<file path="src/rtl/gray_ptr_counter.sv">
// Binary up/down counter with a registered Gray-code image of the count.
// Optional macro GRAY_STEP_CHECK_EN adds a sticky step_err flag for non-unit Gray steps.
module gray_ptr_counter #(
    parameter int WIDTH = 8
) (
    input  logic             clk,
    input  logic             rst,
    input  logic             inc,
    input  logic             dec,
    input  logic             load,
    input  logic [WIDTH-1:0] load_val,
    output logic [WIDTH-1:0] bin,
    output logic [WIDTH-1:0] gray,
    output logic             wrap
`ifdef GRAY_STEP_CHECK_EN
    ,
    output logic             step_err
`endif
);

    localparam logic [WIDTH-1:0] ONE = WIDTH'(1);

    function automatic logic [WIDTH-1:0] to_gray(input logic [WIDTH-1:0] x);
        return x ^ (x >> 1);
    endfunction

    logic             step_up;
    logic             step_dn;
    logic [WIDTH-1:0] next_bin;
    logic             next_wrap;

    assign step_up = inc & ~dec;
    assign step_dn = dec & ~inc;

    always_comb begin
        next_bin  = bin;
        next_wrap = 1'b0;
        if (load) begin
            next_bin = load_val;
        end else if (step_up) begin
            next_bin  = bin + ONE;
            next_wrap = (bin == '1);
        end else if (step_dn) begin
            next_bin  = bin - ONE;
            next_wrap = (bin == '0);
        end
    end

    // Gray is registered from next_bin so both outputs change on the same edge.
    always_ff @(posedge clk) begin
        if (rst) begin
            bin  <= '0;
            gray <= '0;
            wrap <= 1'b0;
        end else begin
            bin  <= next_bin;
            gray <= to_gray(next_bin);
            wrap <= next_wrap;
        end
    end

`ifdef GRAY_STEP_CHECK_EN
    function automatic logic is_one_hot(input logic [WIDTH-1:0] x);
        return (x != '0) && ((x & (x - ONE)) == '0);
    endfunction

    logic [WIDTH-1:0] gray_prev_p1;
    logic             step_p1;

    always_ff @(posedge clk) begin
        gray_prev_p1 <= gray;
    end

    // step_p1 marks that the current gray came from a step; compare against the prior code.
    always_ff @(posedge clk) begin
        if (rst) begin
            step_p1  <= 1'b0;
            step_err <= 1'b0;
        end else begin
            step_p1 <= ~load & (step_up | step_dn);
            if (step_p1 && !is_one_hot(gray ^ gray_prev_p1)) begin
                step_err <= 1'b1;
            end
        end
    end
`endif

endmodule

</file>
<file path="config.mk">
export PLATFORM = sky130hd
export DESIGN_NAME = gray_ptr_counter
export DESIGN_NICKNAME = d
export VERILOG_FILES = /design/src/rtl/gray_ptr_counter.sv
export SDC_FILE = /design/constraint.sdc
export NUM_CORES = 1
export LEC_CHECK = 0
export ABC_CLOCK_PERIOD_IN_PS = 5750
export CAP_MARGIN = 0
export CORE_UTILIZATION = 30
export CTS_BUF_LIST = sky130_fd_sc_hd__clkbuf_4
export DETAILED_ROUTE_END_ITERATION = 12
export PLACE_DENSITY = 0.53
export REMOVE_ABC_BUFFERS = 1
export SLEW_MARGIN = 10
export SYNTH_ARGS = -nofsm -noshare
export SYNTH_HDL_FRONTEND = slang
export SYNTH_SLANG_ARGS = --single-unit
export TNS_END_PERCENT = 30
</file>
<file path="constraint.sdc">
create_clock -name clk -period 5.75 [get_ports clk]
set_clock_uncertainty 0.1 [all_clocks]
set_input_delay 0.8625 -clock clk [delete_from_list [all_inputs] [get_ports clk]]
set_output_delay 0.8625 -clock clk [all_outputs]
set_load 0.02 [all_outputs]
</file>
==> results of run 1 <==
## critical path, cell delays in order
cell,delay (ns)
clkdlybuf4s50_1,0.52
nor4b_2,0.43
nor4b_4,0.30
o22ai_1,0.12
xnor2_1,0.16
or3_1,0.34
and3_1,0.16
## power by group through the flow
stage / Sequential [W] / Combinational (W) / Clock [W]
after global placement: 0.000134 / 0.0000931 / 0
after detailed placement: 0.000134 / 0.0000928 / 0
after global routing: 0.000134 / 0.000101 / 0.0000693
after floorplan: 0.000147 / 0.0000384 / 0
final: 0.000132 / 0.0000922 / 0.0000621
after CTS: 0.000132 / 0.0000932 / 0.0000658
## sequential cells by signal, summed over array words and instances (netlist names)
signal / count
gray: 7
bin: 8
wrap: 1
## synth_stat cells, drive strengths merged (2+ instances only)
cell type  instances  area [sq um]
inv                3          11.3
or3                2          12.5
nor3b              2          15.0
clkbuf             2          11.3
a21oi              3          15.0
and3               4          25.0
nor2              11          41.3
ha                 3          37.5
nor4b              2          38.8
nand3              2          10.0
nor2b              4          25.0
mux2i              2          20.0
a22oi              3          22.5
dfxtp             16           320
xnor2              6          52.6
o21ai              7          35.0
xor2               9          78.8
nand2              8          30.0
## worst min-delay path by stage
stage	from	end	slack (ns)	cells past startpoint
after floorplan	bin[6]	wrap	0.61	3
after global placement	bin[6]	wrap	0.56	3
after detailed placement	bin[6]	wrap	0.56	3
after CTS	bin[6]	wrap	0.58	3
after global routing	bin[6]	wrap	0.63	3
final	bin[6]	wrap	0.57	3
## kinds of logic after synthesis
group | after synthesis
AOI/OAI and AO/OA | 17
xor gates and xnor gates | 15
adders and majority gates | 3
buffers and inverters | 6
DFF | 16
muxes | 2
and+or+nand+nor | 42
## per-stage QoR
stage / std cells / util (%) / worst slack (ns) / area [sq um]
2_1_floorplan: 98 / - / 3.34 / 877
3_3_place_gp: 158 / 43.4 / 2.68 / 1210
6_report: 162 / 44.3 / 2.94 / 1230
5_1_grt: 162 / 44.3 / 2.80 / 1230
3_5_place_dp: 158 / 43.4 / 2.61 / 1210
4_1_cts: 162 / 44.3 / 2.92 / 1230
## layout by cell type, fill, tap and decap left out, drive strengths merged, types with 3 or more instances in the layout
cell	instances
clkdlybuf4s50	29
ha	3
inv	3
dfxtp	16
clkbuf	3
xnor2	6
a21oi	3
nor2b	4
a22oi	3
nor2	11
and3	4
nand2	8
o21ai	7
xor2	9
## routing by layer
layer	vias up	track usage, %
met5	-	0
met4	0	5.23
met3	2	3.00
met2	25	23.5
met1	351	15.6
li1	412	-
## layout make-up
class | count | area share [%]
Multi-Input combinational cell | 79 | 44.3
Sequential cell | 16 | 26.0
Clock inverter | 1 | 0.305
Inverter | 3 | 0.914
Tap cell | 31 | 3.15
Timing Repair Buffer | 29 | 23.6
Clock buffer | 3 | 1.83
==> run metrics, run 1 <==
1st-pass router iterations 3; Min-Delay Path Class reg2reg; Fin. Hold Viols 0; Die Height 56.6 microns; Vias/cell 4.88; Sequential cell area 320 sq um; Setup crit end gray[6]; WL final 2000 microns; status complete, no violations; CTS tree yes; fillers 304; Synth Area in Simple Gates 28.5%; FMAX 0.356 GHz; cells after synthesis 101; first-pass GRT wire length 3310 microns; boundary pin count 30; Max Root-Sink Buffers 2; Power Total 0.000286 W; reg2reg start bin[2]; CTS root buffer clkbuf_4; DRT iter0 DRCs 15; drt wl/cell 12.4 microns; Die ar. 3210 sq um; All-Layer GR Usage 13.4%; Reg2Reg Capture Point gray[6]; R2R cell count 6; Final #Nets 148; Least-Margin Pin Slew 0.577 ns; register share of total power 46.1%; Mapped Avg Cell Area 8.87 sq um; r2r setup slk 3.61 ns; total global routing overflow 0; Finish-stage setup viols 0; Main synth FF type dfxtp_1; Pwr Density 232 nW/um^2; RSZ-0062 raised after global routing false; Post-Synth XOR/XNOR Area 14.7%; Adder-Cell Fraction of Synth Area 4.19%; mapped cell area 896 sq um; clock power share 21.7%; met3 WL post-DR 139 microns; Max rail drop VDD 0.133 mV; PortBufs 29; CP endpoint kind register; clk slew on worst S/H paths 0.10 ns; hold_buf cts 0; Worst slew margin 61.4%; Crit Path Class in2reg; H-tree depth 1; Leak Pwr 0.477 nW; number of synthesized flops with an enable pin 0; hpwl dp 1500 microns; Synth Warn # 0; P_sw 0.0000926 W; clk sinks 16; Detail Route Antenna Nets 0; routability cong. 0.775; fraction of registers with async set or reset after synthesis 0%; WP data arrival 2.89 ns; vias 790; post-synthesis sequential area ratio 35.8%; core area 2780 sq um; Critical Path Fanout Max 6; Critical Path Start inc; die width 56.6 microns; largest family of logic cells by synthesized area simple AND/OR/NAND/NOR gates; crit path launch type input pin; Yosys cell types 34; Starting Density 32.2%; Internal 0.000194 W; fin crit share 48.9%; number of max-cap violations 0; postcts setup bufs 0; setup TNS 0 ns; Tmin final 2.81 ns; uppermost layer routed met4; Worst-Skew Late Latency 0.29 ns; initial antenna violation count 0; Layout area overhead 37.6%; Min Hold Slack 0.575 ns; # diodes 0; Critical Path RT 5.83 ns; DRC Markers 0; Multi-input gate area 546 sq um; Sw Ratio 32.4%; Seq cells post-synth 16; post-CTS sizing 0; layout cell share with drive strength beyond 1 6.11%; Synth Area in Compound Gates 11.3%; Num CTS Buffers 3; metal2 WL 933 microns; largest net degree at the start of global routing 17; M1 WL 921 microns; Rows 19; vias in the first global route 768; mux cell area share after synthesis 2.23%; combinational power share 32.2%; Pins Over Slew Limit 0
Note: power is estimated with default switching activity, not from simulation.
==> inputs of run 2 (changes only) <==
Settings changed: ABC_CLOCK_PERIOD_IN_PS 5750 to 2750.
Clock period 5.75 ns to 2.75 ns, I/O delays scaled along.
==> run 2 against run 1 <==
Clock-buffer cell count is the same. Worst hold slack lost 0.0029 ns. Critical path depth is the same. Cell count grew 1.2%. Core utilization grew 0.54 points.
==> run metrics, run 2 (synthesis gave the netlist of run 1 again) <==
status complete, no violations; Num CTS Buffers 3; Final Core Density 44.8%; boundary pin count 30; number of max-cap violations 0; # diodes 0; DRT iter0 DRCs 18; vias in the first global route 766; Final #Nets 150; Critical Path RT 2.86 ns; fillers 301; DRC Markers 0; total global routing overflow 0; crit path launch type input pin; PortBufs 29; clk slew on worst S/H paths 0.11 ns; most frequent cells in the layout clkdlybuf4s50_1 (29), dfxtp_1 (16), nor2_1 (11); WL final 2060 microns; Max rail drop VDD 0.401 mV; Min Hold Slack 0.572 ns; FMAX 0.450 GHz; pre-CTS setup slack 0.192 ns; Fin. Hold Viols 0; Pwr Density 487 nW/um^2; 1st-pass router iterations 4; initial antenna violation count 0; Vias/cell 4.93; H-tree depth 1; Crit Path Class in2reg; reg2reg start bin[2]; CTS tree yes; first-pass GRT wire length 3480 microns; setup slack after layout 0.526 ns; Max Root-Sink Buffers 2; r2r setup slk 0.75 ns; Reg2Reg Capture Point gray[6]; Pins Over Slew Limit 0; WP data arrival 2.33 ns; largest net degree at the start of global routing 17; layout cell share with drive strength beyond 1 7.52%; Die ar. 3210 sq um; CTS root buffer clkbuf_4; die width 56.6 microns; Power Total 0.000607 W; Detail Route Antenna Nets 0; Setup crit end gray[6]; Biggest register bin; drt wl/cell 12.6 microns; Worst slew margin 63.1%; Min-Delay Path Class reg2reg; Die Height 56.6 microns; commonest non-fill, non-tap cell in the layout clkdlybuf4s50_1; vias 808; Leak Pwr 0.487 nW; Layout area overhead 39.2%; R2R cell count 6; Tmin final 2.22 ns; hold_buf cts 0; RSZ-0062 raised after global routing false; routability cong. 0.760; Finish-stage setup viols 0; Worst-Skew Late Latency 0.30 ns; Largest regs bin x8, gray x7, wrap x1; hpwl dp 1530 microns; All-Layer GR Usage 14.0%; core area 2780 sq um; Critical Path Fanout Max 6; clk sinks 16; Starting Density 32.2%; Rows 19; number of flip-flops under the largest register name 8; postcts setup bufs 0; Least-Margin Pin Slew 0.552 ns; post-CTS sizing 0; CP endpoint kind register; fin crit share 80.9%; setup TNS 0 ns; Critical Path Start dec
[run 2: changes by cell type in the layout (fill, tap and decap cells not counted)]
| cell | delta |
|---|---|
| buf_4 | +2 |
[run 2: final cells by class]
cell class                      count  area [sq um]  share of cell area, %
Clock buffer                        3          22.5                   1.81
Clock inverter                      1          3.75                  0.301
Inverter                            3          11.3                  0.903
Multi-Input combinational cell     79           546                   43.7
Sequential cell                    16           320                   25.7
Tap cell                           31          38.8                   3.11
Timing Repair Buffer               31           305                   24.5
[run 2: per-layer routing]
| metal | routed length [microns] | track usage (%) |
|---|---|---|
| met1 | 995 | 17.9 |
| met2 | 928 | 23.2 |
| met3 | 126 | 3.23 |
| met4 | 10 | 4.18 |
| met5 | 0 | 0 |
[run 2: worst max-delay path: stages]
cell	delay [ns]
clkdlybuf4s50_1	0.55
nor4b_2	0.29
nor4b_4	0.28
o22ai_1	0.13
xnor2_1	0.16
or3_1	0.34
and3_1	0.16
[run 2: power by group]
group | leakage [nW] | switching (W) | internal, W
registers | 0.133 | 0.0000217 | 0.000254
clock network | 0.0154 | 0.0000821 | 0.0000528
logic | 0.339 | 0.0000958 | 0.000100
total | 0.487 | 0.000200 | 0.000407
[run 2: through the flow]
step | instance area [sq um] | std cells
after floorplan | 877 | 98
after global placement | 1220 | 160
after detailed placement | 1220 | 160
after CTS | 1250 | 164
after global routing | 1250 | 164
final | 1250 | 164
[run 2: worst min-delay path by stage]
stage	depth (start not counted)	start	to	slack [ns]
final	3	bin[6]	wrap	0.57
after global routing	3	load_val[7]	bin[7]	0.63
after CTS	3	bin[6]	wrap	0.57
after detailed placement	3	bin[6]	wrap	0.55
after global placement	3	bin[6]	wrap	0.56
after floorplan	1	rst	bin[6]	0.38
==> inputs of run 3 (changes only) <==
Settings changed: ABC_CLOCK_PERIOD_IN_PS 2750 to 1860, PLACE_DENSITY 0.53 to 0.56.
Clock period 2.75 ns to 1.86 ns, I/O delays scaled along.
==> run 3 against run 2 <==
The run now ends with negative setup slack left. Sequential share of layout area shrank 2.6 points. Cell area increased by 13%. Worst hold slack worse by 0.070 ns. Largest cell class unchanged. Clock-buffer cell count unchanged. Via count grew 9.0%. Clock power grew 41%. Critical endpoint unchanged. Sequential power up 46%. Worst setup slack worse by 0.54 ns. Critical path type is now reg2reg.
==> run metrics, run 3 (synthesis gave the netlist of run 1 again) <==
fin crit share 101%; WP data arrival 1.96 ns; vias in the first global route 872; DRT iter0 DRCs 19; Biggest register bin; DRC Markers 0; PortBufs 29; Pins Over Slew Limit 0; failing checks negative setup slack; WL final 2230 microns; Detail Route Antenna Nets 0; clk slew on worst S/H paths 0.10 ns; commonest non-fill, non-tap cell in the layout clkdlybuf4s50_1; Die ar. 3210 sq um; Tmin final 1.87 ns; core area 2780 sq um; setup slack after layout -0.0114 ns; Starting Density 32.2%; Multi-input gate area 571 sq um; Least-Margin Pin Slew 0.332 ns; Num CTS Buffers 3; Worst-Skew Late Latency 0.29 ns; CTS tree yes; die width 56.6 microns; number of max-cap violations 0; Largest regs bin x8, gray x7, wrap x1; FMAX 0.534 GHz; H-tree depth 1; Fin. Hold Viols 0; RSZ-0062 raised after global routing true; CTS root buffer clkbuf_4; number of flip-flops under the largest register name 8; Layout area overhead 57.7%; Power Total 0.000938 W; Critical Path RT 1.95 ns; Crit Path Class reg2reg; 1st-pass router iterations 4; clk sinks 16; most frequent cells in the layout clkdlybuf4s50_1 (25), buf_4 (20), nor2_1 (11), dfxtp_1 (11), xor2_1 (9); Pwr Density 664 nW/um^2; Min-Delay Path Class in2reg; largest net degree at the start of global routing 11; Finished Layout Cells 182; boundary pin count 30; routability cong. 0.748; post-route cell area 1410 sq um; total global routing overflow 0; Vias/cell 4.84; fillers 294; Max Root-Sink Buffers 2; drt wl/cell 12.2 microns; Max rail drop VDD 0.557 mV; Final Core Density 50.8%; Worst slew margin 77.7%; Die Height 56.6 microns; Leak Pwr 0.608 nW; Min Hold Slack 0.502 ns; CP endpoint kind register; Final #Nets 168; status finished, violations left; Rows 19; hpwl dp 1700 microns; layout cell share with drive strength beyond 1 24.5%; first-pass GRT wire length 3670 microns; All-Layer GR Usage 14.5%; crit path launch type register; initial antenna violation count 0; vias 881; Sequential cell area 327 sq um; dpl cell area 1350 sq um; Finish-stage setup viols 1; Critical Path Fanout Max 3; # diodes 0; placed cell count 177
-- run 3: critical path, cell delays in order, from the launching register on --
cell,delay (ns)
dfxtp_2,0.35
nor4b_4,0.27
nor4b_4,0.26
o22ai_1,0.13
xnor2_1,0.16
or3_1,0.34
and3_1,0.16
-- run 3: what timing repair did --
item / in CTS / in global routing
setup endpoints to repair: 10 / 10
pin swaps: 2 / 5
gates resized for setup: 7 / 7
hold buffers: 0 / 0
buffers inserted: 0 / 1
-- run 3: metal layers --
metal / GRT usage [%] / wire length (microns) / vias up
met2: 25.9 / 1080 / 34
met5: 0 / 0 / -
met4: 4.88 / 10 / 0
li1: - / - / 449
met1: 16.6 / 991 / 396
met3: 3.69 / 150 / 2
-- run 3: area by class of cell --
type / count / area share (%)
well taps: 31 / 2.75
clock inverters: 1 / 0.266
clock buffers: 3 / 1.59
flip-flops and latches: 16 / 23.1
repair buffers: 49 / 31.1
multi-input cells: 79 / 40.4
inverters: 3 / 0.797
-- run 3: final timing paths --
kind / cells after the start / to / slack (ns) / start
hold reg to reg: 3 / wrap / 0.58 / bin[6]
hold / removal: 3 / bin[7] / 0.50 / load_val[7]
setup reg to reg: 6 / gray[6] / -0.01 / bin[2]
setup / recovery: 6 / gray[6] / -0.01 / bin[2]
-- run 3: where the power goes --
part	internal [W]	total [W]	switching [W]	leakage, nW
sequential	0.000378	0.000404	0.0000261	0.134
clock	0.0000779	0.000191	0.000113	0.0154
combinational	0.000181	0.000342	0.000161	0.459
-- run 3: per-stage QoR --
step	setup WS (ns)	setup TNS, ns
after CTS	-0.0505	-0.0505
after global placement	-0.450	-3.57
after global routing	-0.123	-0.313
after floorplan	-0.180	-0.180
final	-0.0114	-0.0114
after detailed placement	-0.474	-3.87
